==> src/rtl/fc_acc_argmax.sv <==
`timescale 1ns/1ps
// fc_acc_argmax: per-frame three-class accumulator with bias add and argmax.
// Accepts N_FEAT product triples, sums each class with saturation, adds a
// per-class bias, then presents the sums, the argmax class and a saturation
// flag until the consumer takes them.
// Ports:
//   clk, rst_n            clock, async active-low reset
//   in_valid / in_ready   product triple handshake (prod0..2, ACC_W signed)
//   bias0..2              per-class bias (SUM_W signed), quasi-static
//   out_valid / out_ready result handshake
//   sum0..2               biased class sums (SUM_W signed)
//   out_class             index of the largest sum, lowest index on ties
//   sat_flag              a clamp happened somewhere in this frame
module fc_acc_argmax #(
  parameter int unsigned ACC_W  = 40,
  parameter int unsigned SUM_W  = 48,
  parameter int unsigned N_FEAT = 16
) (
  input  logic                    clk,
  input  logic                    rst_n,
  input  logic                    in_valid,
  output logic                    in_ready,
  input  logic signed [ACC_W-1:0] prod0,
  input  logic signed [ACC_W-1:0] prod1,
  input  logic signed [ACC_W-1:0] prod2,
  input  logic signed [SUM_W-1:0] bias0,
  input  logic signed [SUM_W-1:0] bias1,
  input  logic signed [SUM_W-1:0] bias2,
  output logic                    out_valid,
  input  logic                    out_ready,
  output logic signed [SUM_W-1:0] sum0,
  output logic signed [SUM_W-1:0] sum1,
  output logic signed [SUM_W-1:0] sum2,
  output logic [1:0]              out_class,
  output logic                    sat_flag
);

  localparam int unsigned CNT_W = (N_FEAT > 1) ? $clog2(N_FEAT) : 1;
  localparam logic [CNT_W-1:0] CNT_LAST = CNT_W'(N_FEAT - 1);
  localparam logic [SUM_W-1:0] SUM_MAX = {1'b0, {(SUM_W-1){1'b1}}};
  localparam logic [SUM_W-1:0] SUM_MIN = {1'b1, {(SUM_W-1){1'b0}}};

  typedef enum logic [1:0] {ACCUM, BIAS, OUT} state_t;

  state_t                  state;
  state_t                  state_nxt;
  logic [CNT_W-1:0]        cnt;
  logic                    accept_c;
  logic                    release_c;
  logic signed [SUM_W-1:0] op     [3];
  logic [SUM_W:0]          add_r  [3];
  logic signed [SUM_W-1:0] best_c;

  // Saturating add; MSB of the result is the clamp indicator.
  function automatic logic [SUM_W:0] sat_add(input logic signed [SUM_W-1:0] a,
                                             input logic signed [SUM_W-1:0] b);
    logic [SUM_W:0] w;
    w = {a[SUM_W-1], a} + {b[SUM_W-1], b};
    if (w[SUM_W] != w[SUM_W-1]) begin
      return {1'b1, (w[SUM_W] ? SUM_MIN : SUM_MAX)};
    end
    return {1'b0, w[SUM_W-1:0]};
  endfunction

  assign accept_c  = in_valid && in_ready;
  assign release_c = out_valid && out_ready;

  // State register.
  always_ff @(posedge clk or negedge rst_n) begin
    if (!rst_n) state <= ACCUM;
    else        state <= state_nxt;
  end

  // Next-state logic.
  always_comb begin
    state_nxt = state;
    case (state)
      ACCUM:   if (accept_c && (cnt == CNT_LAST)) state_nxt = BIAS;
      BIAS:    state_nxt = OUT;
      OUT:     if (out_ready) state_nxt = ACCUM;
      default: state_nxt = ACCUM;
    endcase
  end

  // Handshake flags registered from the next state.
  always_ff @(posedge clk or negedge rst_n) begin
    if (!rst_n) begin
      in_ready  <= 1'b1;
      out_valid <= 1'b0;
    end else begin
      in_ready  <= (state_nxt == ACCUM);
      out_valid <= (state_nxt == OUT);
    end
  end

  // Feature counter; wraps to 0 only on the last feature of a frame.
  always_ff @(posedge clk or negedge rst_n) begin
    if (!rst_n) begin
      cnt <= '0;
    end else if (accept_c) begin
      cnt <= (cnt == CNT_LAST) ? '0 : cnt + CNT_W'(1);
    end
  end

  // Addend is the sign-extended product while accumulating, the bias in BIAS.
  always_comb begin
    op[0] = (state == BIAS) ? bias0 : SUM_W'(prod0);
    op[1] = (state == BIAS) ? bias1 : SUM_W'(prod1);
    op[2] = (state == BIAS) ? bias2 : SUM_W'(prod2);
    add_r[0] = sat_add(sum0, op[0]);
    add_r[1] = sat_add(sum1, op[1]);
    add_r[2] = sat_add(sum2, op[2]);
  end

  // Class sums and sticky saturation flag.
  always_ff @(posedge clk or negedge rst_n) begin
    if (!rst_n) begin
      sum0     <= '0;
      sum1     <= '0;
      sum2     <= '0;
      sat_flag <= 1'b0;
    end else if (release_c) begin
      sum0     <= '0;
      sum1     <= '0;
      sum2     <= '0;
      sat_flag <= 1'b0;
    end else if (accept_c || (state == BIAS)) begin
      sum0     <= add_r[0][SUM_W-1:0];
      sum1     <= add_r[1][SUM_W-1:0];
      sum2     <= add_r[2][SUM_W-1:0];
      sat_flag <= sat_flag | add_r[0][SUM_W] | add_r[1][SUM_W] | add_r[2][SUM_W];
    end
  end

  // Argmax over the registered sums; strict compare keeps the lowest index on ties.
  always_comb begin
    out_class = 2'd0;
    best_c    = sum0;
    if (sum1 > best_c) begin
      out_class = 2'd1;
      best_c    = sum1;
    end
    if (sum2 > best_c) begin
      out_class = 2'd2;
    end
  end

endmodule

==> config.mk <==
export PLATFORM = sky130hd
export DESIGN_NAME = fc_acc_argmax
export DESIGN_NICKNAME = d
export VERILOG_FILES = /design/src/rtl/fc_acc_argmax.sv
export SDC_FILE = /design/constraint.sdc
export NUM_CORES = 1
export LEC_CHECK = 0
export CORE_MARGIN = 3
export CORE_UTILIZATION = 57
export DETAILED_ROUTE_END_ITERATION = 8
export PLACE_DENSITY = 0.95
export SYNTH_ARGS = -nofsm -noshare
export SYNTH_HDL_FRONTEND = slang
export SYNTH_SLANG_ARGS = --single-unit
==> constraint.sdc <==
create_clock -name clk -period 10.2 [get_ports clk]
set_input_delay 1.02 -clock clk [delete_from_list [all_inputs] [get_ports clk]]
set_output_delay 1.02 -clock clk [all_outputs]
set_load 0.02 [all_outputs]
==> flow_metrics.tcl <==
set metrics [dict create \
    grt-ovfl-total 0 \
    p_leak_nw 11.18 \
    cts_tree "yes" \
    report.final.slew_viol_count 0 \
    min_from "cnt[2]" \
    rr_startpoint "state[0]" \
    worst_setup_path_end_kind "primary output" \
    status "completed" \
    finalHoldViolCount 0 \
    cts_setup_buffers 0 \
    drt_iter0_drc 1869 \
    gpl.final_weighted_congestion 1.044 \
    setup_viol 0 \
    port_buffers 416 \
    synth_cells 2607 \
    synthTopCellsByArea "dfrtp_1, ha_1, nand2_1" \
    hp-class "reg2reg" \
    power_mw 10.38 \
    rsz0062_at_grt "false" \
    drc 0 \
    synthFlopType "dfrtp_1" \
    multi_input_area_sq_mm 0.01410 \
    holdWs_ns 0.5065 \
    area_growth_pct 26.14 \
    syn_area_sq_mm 0.01880 \
    cts_max_level 4 \
    worstPathRequired_ns 9.18 \
    fp.coreArea_sq_mm 0.03204 \
    r2r-end "sum0[21]" \
    start_util_pct 58.67 \
    fin_skew_ns 0.009676 \
    synth_enable_flop_cells 0 \
    ys_async_sr_fraction_pct 100.0 \
    synth_top_area_cell "dfrtp_1" \
    period_needed_ns 8.673 \
    tightest_slew_ns 1.247 \
    final_net_count 3440 \
    synth_cell_types 85 \
    final-seq-area_sq_mm 0.003830 \
    min_path_cells 1 \
    io_pins 417 \
    row_count 65 \
    dieArea_sq_mm 0.03520 \
    die_h_um 187.6 \
    start_kind "flop" \
    path_clk_slew_ns 0.07 \
    numCtsBuffers 17 \
    regToRegSetupSlack_ns 3.99 \
    grt_max_degree 89 \
    grt_pass1_wl_mm 107.9 \
    first_global_vias 20246 \
    diodes 0 \
    drtPass1Iterations 6 \
    maxCapViolations 0 \
    root_buffer "clkbuf_16" \
    place_hpwl_mm 54.98 \
    syn_area_per_cell_sq_um 7.212 \
    ys_seq_elements 153 \
    ff2ff_path_depth 19 \
    cts_num_sinks 153 \
    clock_latency_ns 0.46 \
    min_to "cnt[2]" \
    critPathKind "reg2out" \
    cts_buffer_depth 2 \
    drive_above_1_share_pct 2.960 \
    fin_crit_sh_pct 85.03 \
    ctsResizeCount 0 \
    max-slew-margin-rel_pct 16.53 \
    max_clock_freq_ghz 0.1153 \
    synth-seq-area-share_pct 20.37 \
    fin_setup_tns_ns 0 \
    path_max_fanout 21 \
    worstPathArrival_ns 7.65 \
    die_w_um 187.6 \
    antenna_found_initial 0 \
    ys_warn_count 0 \
    post_drt_via_cell_ratio 6.239 \
    yosys.area.top_type_share_pct 20.23 \
    hold_buffers 0 \
    num_vias 21052 \
    powerDensity_mw_per_mm2 437.8 \
    wl_mm 69.36 \
    wl_per_cell_um 20.56 \
    grt_use_total_pct 37.71 \
    fill_cells 2573 \
    most-common-layout-cells "nand2_1, clkdlybuf4s50_1, ha_1, a21oi_1, nor2_1" \
    synthesis.nets 3119 \
    final_common_cell "nand2_1" \
    ant_nets 0 \
    vdd_drop_max_mv 0.2913 \
]
-- logic make-up after synthesis --
group,after synthesis,synth area share (%)
multiplexers,53,2.835
XOR/XNOR,131,6.223
adder cells (fa/ha/maj),248,16.57
buffers and inverters,223,5.058
AND/OR/NAND/NOR,1039,23.59
AO/OA/AOI/OAI,760,25.35
flip-flops,153,20.37
-- cells in the mapped netlist (23+ instances only) --
cell type and n:
nor2_1 166, mux2i_1 51, o21bai_1 30, xnor2_1 89
a21oi_1 199, xor2_1 39, o21ai_0 160, buf_2 24
inv_1 93, o21a_1 26, dfrtp_1 152, nor2b_1 26
nand2b_1 23, nand3_1 30, a21o_1 114, ha_1 241
o21ai_1 80, nor3_1 24, nand4_1 54, nand2_1 651
clkbuf_1 74
-- worst max path at each step --
stage | from | end | slack, ns | cells after the start
2_1_floorplan | sum0[33] | out_class[0] | 3.80 | 25
3_3_place_gp | sum0[47] | out_class[1] | 2.63 | 22
3_5_place_dp | sum0[47] | out_class[1] | 2.32 | 22
4_1_cts | sum0[47] | out_class[1] | 1.76 | 22
5_1_grt | sum0[47] | out_class[1] | 1.22 | 22
6_report | sum0[47] | out_class[1] | 1.53 | 22
-- where the power goes --
part,total [mW],switching (mW),internal (mW)
Combinational,8.17,4.80,3.37
Sequential,1.52,0.582,0.937
Clock,0.695,0.290,0.405
Total,10.4,5.67,4.71
-- state kept, by name (all words and copies together), names as in the netlist --
signal     count
sum0          48
sat_flag       1
sum2          48
out_valid      1
state          2
in_ready       1
cnt            4
sum1          48
-- routing by layer --
layer / up-vias / track usage [%] / share of wire (%)
li1: 9855 / - / -
met1: 9824 / 44.98 / 38
met2: 1126 / 62.76 / 46
met3: 247 / 8.581 / 9.3
met4: 0 / 21.18 / 6.0
met5: - / 0 / 0
-- stage by stage --
step,util (%),area [sq um],instances,setup slack (ns)
after floorplan,-,18800,2607,3.795
after global placement,72.12,23110,3344,2.629
after detailed placement,72.12,23110,3344,2.323
after CTS,74.01,23720,3374,1.761
after global routing,74.01,23720,3374,1.220
final,74.01,23720,3374,1.527
-- critical path: stages (launching register included) --
cell and delay, ns:
dfrtp_1 0.43, inv_1 0.07, ha_1 0.44, nand4_1 0.17
nor3_1 0.32, and4_1 0.36, nand3_1 0.10, o221ai_1 0.27
nor3_1 0.11, xnor2_1 0.20, nor2_4 0.48, buf_4 0.44
mux2i_1 0.15, ha_1 0.43, nand4_1 0.20, nor4_1 0.68
nand3_1 0.22, or3_1 0.46, a211oi_1 0.25, a21oi_1 0.07
nand3_1 0.10, mux2i_1 0.46, clkdlybuf4s50_1 0.77
-- area by class of cell --
type	count	area share, %
Sequential cell	153	16.15
Clock buffer	17	1.794
Multi-Input combinational cell	2231	59.47
Tap cell	435	2.295
Clock inverter	13	0.7545
Inverter	93	1.472
Timing Repair Buffer	432	18.07
No activity file was read; power rests on OpenSTA's default activity.
